[src/rtl/seq_detect_scheduler.sv]
// seq_detect_scheduler: one shared run-of-ones detector, time-shared round-robin
//   across NCH serial bit-stream channels. Each channel keeps its own run count.
// Latency: a hit is visible on hit_valid/hit_ch the cycle after the consuming grant.
// Backpressure: a pending hit with hit_ready low holds the output and blocks all grants.
//
// Ports:
//   clk, rst_n             clock, asynchronous active-low reset
//   req_valid/req_bit      per-channel offered bit
//   req_ready              per-channel one-hot grant (combinational)
//   clr                    per-channel synchronous run-count clear
//   hit_valid/hit_ch       pending hit event and its channel
//   hit_ready              consumer accept for the pending hit
//   hit_count              16-bit wrapping count of hits produced since reset
module seq_detect_scheduler #(
  parameter int NCH     = 4,
  parameter int RUN_LEN = 3
) (
  input  logic                   clk,
  input  logic                   rst_n,
  input  logic [NCH-1:0]         req_valid,
  input  logic [NCH-1:0]         req_bit,
  output logic [NCH-1:0]         req_ready,
  input  logic [NCH-1:0]         clr,
  output logic                   hit_valid,
  output logic [$clog2(NCH)-1:0] hit_ch,
  input  logic                   hit_ready,
  output logic [15:0]            hit_count
);

  localparam int PW = $clog2(NCH);
  localparam int CW = $clog2(RUN_LEN + 1);
  localparam logic [CW-1:0] CNT_MAX = CW'(RUN_LEN);
  localparam logic [CW-1:0] CNT_PRE = CW'(RUN_LEN - 1);
  localparam logic [PW-1:0] IDX_LAST = PW'(NCH - 1);

  // Saved per-channel contexts and shared state
  logic [CW-1:0] r_cnt [NCH];
  logic [PW-1:0] r_ptr;
  logic          r_hit_valid;
  logic [PW-1:0] r_hit_ch;
  logic [15:0]   r_hit_count;

  // Arbitration and engine datapath
  logic          w_slot_free;
  logic          w_req_found;
  logic [PW-1:0] w_req_idx;
  logic          w_grant;
  logic          w_bit;
  logic          w_clr;
  logic [CW-1:0] w_cnt_cur;
  logic [CW-1:0] w_cnt_nxt;
  logic          w_hit;
  logic [PW-1:0] w_ptr_nxt;

  // The output slot can take a new hit if empty or being drained this cycle.
  assign w_slot_free = !r_hit_valid || hit_ready;

  // Round-robin search starting at r_ptr, wrapping modulo NCH.
  always_comb begin
    w_req_found = 1'b0;
    w_req_idx   = '0;
    for (int k = 0; k < NCH; k++) begin
      if (!w_req_found && req_valid[(int'(r_ptr) + k) % NCH]) begin
        w_req_found = 1'b1;
        w_req_idx   = PW'((int'(r_ptr) + k) % NCH);
      end
    end
  end

  // Gating with rst_n keeps req_ready low throughout reset.
  assign w_grant = rst_n && w_req_found && w_slot_free;

  always_comb begin
    req_ready = '0;
    if (w_grant) begin
      req_ready[w_req_idx] = 1'b1;
    end
  end

  // Shared engine: operates on the granted channel's saved context.
  assign w_bit     = req_bit[w_req_idx];
  assign w_clr     = clr[w_req_idx];
  assign w_cnt_cur = r_cnt[w_req_idx];

  // Clear beats the offered bit; a 1 saturates at RUN_LEN.
  always_comb begin
    w_cnt_nxt = '0;
    if (!w_clr && w_bit) begin
      if (w_cnt_cur == CNT_MAX) begin
        w_cnt_nxt = CNT_MAX;
      end else begin
        w_cnt_nxt = w_cnt_cur + CW'(1);
      end
    end
  end

  // Only the transition RUN_LEN-1 -> RUN_LEN is a hit; saturated 1s are silent.
  assign w_hit = w_grant && w_bit && !w_clr && (w_cnt_cur == CNT_PRE);

  assign w_ptr_nxt = (w_req_idx == IDX_LAST) ? '0 : (w_req_idx + PW'(1));

  // Per-channel contexts: granted channel takes the engine result, others
  // only react to their own clear.
  always_ff @(posedge clk or negedge rst_n) begin
    if (!rst_n) begin
      for (int i = 0; i < NCH; i++) begin
        r_cnt[i] <= '0;
      end
    end else begin
      for (int i = 0; i < NCH; i++) begin
        if (w_grant && (w_req_idx == PW'(i))) begin
          r_cnt[i] <= w_cnt_nxt;
        end else if (clr[i]) begin
          r_cnt[i] <= '0;
        end
      end
    end
  end

  always_ff @(posedge clk or negedge rst_n) begin
    if (!rst_n) begin
      r_ptr <= '0;
    end else if (w_grant) begin
      r_ptr <= w_ptr_nxt;
    end
  end

  // Output slot: a newly loaded hit wins over the accept of the old one,
  // which sustains one hit per cycle when hit_ready stays high.
  always_ff @(posedge clk or negedge rst_n) begin
    if (!rst_n) begin
      r_hit_valid <= 1'b0;
      r_hit_ch    <= '0;
      r_hit_count <= '0;
    end else begin
      if (w_hit) begin
        r_hit_valid <= 1'b1;
        r_hit_ch    <= w_req_idx;
        r_hit_count <= r_hit_count + 16'd1;
      end else if (hit_ready) begin
        r_hit_valid <= 1'b0;
      end
    end
  end

  assign hit_valid = r_hit_valid;
  assign hit_ch    = r_hit_ch;
  assign hit_count = r_hit_count;

endmodule

[config.mk]
export PLATFORM = sky130hd
export DESIGN_NAME = seq_detect_scheduler
export DESIGN_NICKNAME = d
export VERILOG_FILES = /design/src/rtl/seq_detect_scheduler.sv
export SDC_FILE = /design/constraint.sdc
export NUM_CORES = 1
export LEC_CHECK = 0
export ABC_CLOCK_PERIOD_IN_PS = 2500
export CAP_MARGIN = 20
export CORE_UTILIZATION = 44
export DETAILED_ROUTE_END_ITERATION = 12
export GPL_ROUTABILITY_DRIVEN = 0
export PLACE_DENSITY = 0.85
export SYNTH_ARGS = -nofsm -noshare
export SYNTH_HDL_FRONTEND = slang
export SYNTH_SLANG_ARGS = --single-unit
[constraint.sdc]
create_clock -name clk -period 2.5 [get_ports clk]
set_input_delay 0.5 -clock clk [delete_from_list [all_inputs] [get_ports clk]]
set_output_delay 0.5 -clock clk [all_outputs]
set_load 0.02 [all_outputs]
# After elaboration in Yosys (flattened, before gate mapping)
# Cells that the tools add are included.
# word_totals
regBits	29
word_cells	101
# op_classes
add_sub_neg	6
order_cmp	7
n_eq_ne	5
n_mux	42
n_bitwise	4
reduce_logical	29
# op_table
op	count
2-bit two-way mux	17
16-bit by 1-bit adder with 16-bit output, second input constant	1
1-bit two-way mux	16
1-bit logical AND	14
1-bit binary-select mux with 2-bit select	6
3-bit by 4-bit < comparator with 1-bit output, second input constant	3
2-bit nonzero test	5
2-bit == test, second input constant	4
2-bit by 1-bit adder with 2-bit output, second input constant	3
2-bit by 3-bit < comparator with 1-bit output, second input constant	2
2-bit OR reduction	3
1-bit logical NOT	5
2-bit adder, second input constant	2
2-bit binary-select mux with 2-bit select	1
4-bit two-way mux	1
1-bit AND, first input constant	3
3-bit greater-or-equal comparator, second input constant	1
2-bit inverter with 3-bit output	1
1-bit demux with 2-bit select	1
2-bit by 1-bit == test with 1-bit output, second input constant	1
2-bit by 1-bit greater-or-equal comparator with 1-bit output, second input constant	1
2-bit logical NOT	1
1-bit logical OR	1

# Longest topological paths before layout
# logic_depth
word_depth	22
mapped_depth	10
mapped_depth_nobuf	9

# Least setup slack after synthesis
# Ideal clock, no wire load.
# synth_path
path_type	input -> register
startpoint	input req_valid[1]
endpoint	register r_hit_ch[0], in the netlist hit_ch[0]
arrival_time_ns	2.419
t_required_ns	2.375
setup_slack_ns	-0.044
stages	8
n_path_buf	1
path_cell_list	inv_1 o211a_1 nor3_2 a311oi_1 or4_1 buf_2 nor2_1 mux2_2
# synth_between
elab_chain_cells	18
# synth_lines
item	line_no	rtl
start: declaration	20	input logic [NCH-1:0] req_valid,
1-bit binary-select mux with 2-bit select	63	if (!w_req_found && req_valid[(int'(r_ptr) + k) % NCH]) begin
1-bit two-way mux (not written as such)	63	
1-bit two-way mux	63	
1-bit logical NOT	63	
1-bit logical AND	63	
1-bit two-way mux	63	
1-bit logical NOT	63	
1-bit logical AND	63	
[2 not listed]	n/a	
1-bit logical AND	63	
2-bit two-way mux *	63	
named net w_req_idx[0]	46	logic [PW-1:0] w_req_idx;
2-bit inverter with 3-bit output (not written as such)	83	assign w_cnt_cur = r_cnt[w_req_idx];
2-bit binary-select mux with 2-bit select	83	
2-bit two-way mux (not written as such) (2 in series)	83	
2-bit == test	98	assign w_hit = w_grant && w_bit && !w_clr && (w_cnt_cur == CNT_PRE);
1-bit logical AND	98	
end signal: assignment	138	r_hit_ch <= w_req_idx;
end: declaration	40	logic [PW-1:0] r_hit_ch;
# Mark *: on every way through the listed nets, which the timed path passes. The rest lies on a longest branch. The select of a mux whose other input is x is not followed.
# A chain may end at the register's enable or synchronous reset.

# Final worst setup path
# layout_path
startpoint	register r_ptr[1]
endpoint	register r_hit_ch[0], in the netlist hit_ch[0]
# layout_between
elab_chain_cells	18
# layout_lines
item	line_no	rtl
start: declaration	38	logic [PW-1:0] r_ptr;
start signal: assignment	124	r_ptr <= w_ptr_nxt;
2-bit by 1-bit adder with 2-bit output or 1-bit binary-select mux with 2-bit select (tied branches)	63	
1-bit binary-select mux with 2-bit select or 1-bit two-way mux (tied branches)	63	
1-bit two-way mux (not written as such)	63	
1-bit two-way mux (not written as such) or 1-bit logical NOT (tied branches)	63	
1-bit logical AND	63	
1-bit two-way mux	63	
1-bit logical NOT	63	
1-bit logical AND	63	
[2 not listed]	n/a	
1-bit logical AND	63	
2-bit two-way mux *	63	
named net w_req_idx[0]	46	
2-bit inverter with 3-bit output (not written as such)	83	
2-bit binary-select mux with 2-bit select	83	
2-bit two-way mux (not written as such) (2 in series)	83	
2-bit == test	98	
1-bit logical AND	98	
# Marks and branches as above.

==> metrics.txt <==
max_slew headroom 0.610; beginning of the critical path r_ptr[1]$_DFFE_PN0P_; Leak Pwr 1.34 nW; CTS tree done; CTS Hold Bufs 0; n_diodes 0; share of the yosys chip area belonging to registers 0.449; Post-DP Area 2280 um2; worst setup path class register to register; gr usage total 0.261; placed insts 278; Max-Cap Viols 0; Critical Path AT 2790 ps; worst skew pair latency 340 ps; pre-CTS WS -769 ps; worst reg2reg endpoint hit_ch[0]$_DFFE_PN0P_; fin crit period 2560 ps; Slew @ Worst Pin 584 ps; layout cells sized above 1 0.392; DR pass1 iterations 4; initial antenna violation count 0; Post-Syn Area 1620 um2; Final Util 0.798; Mean Syn Cell Area 9.67 um2; vias per cell 5.45; Port-buffer cells 37; non-filler instance count after layout 296; final hold violation count 0; CTS max path bufs 2; DRT antenna net count 0; Worst Min Path Start hit_count[15]$_DFFE_PN0P_; Detailed Place HPWL 2790 um; row count 21; DRC viols 0; critical path peak fanout 6; #FFs+latches synth 29; Final #Nets 269; crit start category register; GRT Residual Overflow 0; VDD IR-drop max 0.000639 V; Netlist cell types 35; Worst EP required 2730 ps; Die ar. 3920 um2; Multi-input gate area 1070 um2; final setup vio count 8; PD cells 909 nW/um2; Crit Reg-Reg Startpoint r_ptr[1]$_DFFE_PN0P_; worst setup path endpoint hit_ch[0]$_DFFE_PN0P_; Top Ports 38; Syn Inst Count 167; first-pass GRT wire length 7830 um; PnR worst setup slack -56.5 ps; Clock Skew 8.87 ps; CTS root buf clkbuf_4; core area 3420 um2; Initial Util 0.473; worst min path class register to register; clock slew at reported path FFs 100 ps; CTS Buf Count 5; Hold Crit Depth 1; synth warn 0; vias in the first global route 1653; status complete, but fails checks; wire per inst 17.7 um; Synthesized Nets 187; cell area after layout 2730 um2; Detailed Route WL 5250 um; Layout area overhead 68.8%; initial DRC count 80; die height 62.6 um; CTS H-tree depth 2; CTS sink cnt 29; Crit. End Element register; Worst R2R Setup Slack -60 ps; final worst path period share 1.02; fmax 391 MHz; fill count 198; Max Transition Viols Final 0; failing checks setup timing; largest net degree at the start of global routing 30; register area 726 um2; Register-to-Register Path Depth 9; RSZ-0062 raised after global routing true; Die Wd 62.6 um; via count 1613
## power breakdown
group / switching (mW) / internal [mW]
registers: 0.111 / 0.570
clock network: 0.172 / 0.239
logic: 0.722 / 0.664
## final cells by class
type / instances / area share
repair buffers: 79 / 0.269
clock buffers: 7 / 0.0202
clock inverters: 1 / 0.0110
inverters: 15 / 0.0207
flip-flops and latches: 29 / 0.266
multi-input cells: 119 / 0.392
well taps: 46 / 0.0211
## critical path, cell delays in order (launching register included)
cell and delay, ps:
dfrtp_1 390, buf_6 120, nand2_2 40, o211a_1 150, nor3_4 290, buf_6 190
a311oi_2 60, or4_4 640, nor2_4 240, mux2_4 330
## cell families after synthesis
kind of cell / Yosys count / synth area share
buffers and inverters: 19 / 0.0527
AND/OR/NAND/NOR: 67 / 0.224
AO/OA/AOI/OAI: 23 / 0.0929
adder cells (fa/ha/maj): 5 / 0.0387
multiplexers: 9 / 0.0612
XOR/XNOR: 15 / 0.0813
flip-flops: 29 / 0.449
## through the flow
step | power, mW | hold slack [ps] | TNS [ps]
2_1_floorplan | 1.17 | 204 | 0
3_3_place_gp | 1.62 | 460 | -17370
3_5_place_dp | 1.64 | 465 | -19460
4_1_cts | 2.23 | 478 | 0
5_1_grt | 2.59 | 486 | -961
6_report | 2.48 | 476 | -244
## cells in the mapped netlist
library cell	instances	area (um2)
nand3_1	5	25.0
and3_1	5	31.3
ha_1	5	62.6
nand2b_1	4	25.0
or2_2	2	12.5
a22oi_1	1	7.51
and2_1	1	6.26
nor2b_1	1	6.26
o21ai_0	5	25.0
buf_2	2	10.0
o211a_1	1	10.0
mux2i_1	2	20.0
or4_1	1	7.51
nor4_2	1	12.5
dfrtp_1	29	726
nor2_1	10	37.5
mux2_2	7	78.8
a311o_1	1	10.0
inv_1	15	56.3
a211oi_1	2	15.0
a311oi_1	2	17.5
nand2_1	17	63.8
a21o_1	3	22.5
a21oi_1	7	35.0
buf_6	1	11.3
nand4_1	2	12.5
nor3_1	8	40.0
nor4_4	1	21.3
or3_1	2	12.5
nor3_2	1	10.0
buf_4	1	7.51
nor4_1	6	37.5
xor2_1	14	123
xnor2_1	1	8.76
o21bai_1	1	7.51
## per-layer routing
| layer | track usage | wire length (um) |
|---|---|---|
| met1 | 0.318 | 2210 |
| met2 | 0.447 | 2570 |
| met3 | 0.0584 | 237 |
| met4 | 0.0988 | 235 |
| met5 | 0 | 0 |
## worst min-delay path by stage
stage	end	slack (ps)
final	hit_count[15]$_DFFE_PN0P_	480
after global routing	hit_count[15]$_DFFE_PN0P_	490
after CTS	hit_count[15]$_DFFE_PN0P_	480
after detailed placement	hit_count[15]$_DFFE_PN0P_	470
after global placement	hit_count[15]$_DFFE_PN0P_	460
after floorplan	hit_ch[0]$_DFFE_PN0P_	200
## flip-flops by register name (all words and copies together) (netlist names)
signal     count
hit_count     16
r_cnt          8
hit_ch         2
r_ptr          2
hit_valid      1
## placed cells by master (no fill, tap or decap), types with 4 or more instances in the layout
cell / instances
nor3_4: 5
nor2_1: 8
clkdlybuf4s50_1: 29
buf_4: 35
xor2_1: 14
a21oi_1: 4
ha_1: 4
nand3_1: 5
o21ai_0: 5
nand2_1: 15
and3_1: 5
mux2_2: 4
nor4_4: 7
clkbuf_4: 5
buf_6: 6
inv_1: 12
dfrtp_1: 29
## what timing repair did
| item | in CTS | in global routing |
|---|---|---|
| cloned | 1 | 0 |
| setup endpoints to repair | 31 | 23 |
| setup buffers | 4 | 6 |
| pin swaps | 14 | 20 |
| gates resized for setup | 51 | 35 |
Power figures use the tool's default switching activity.
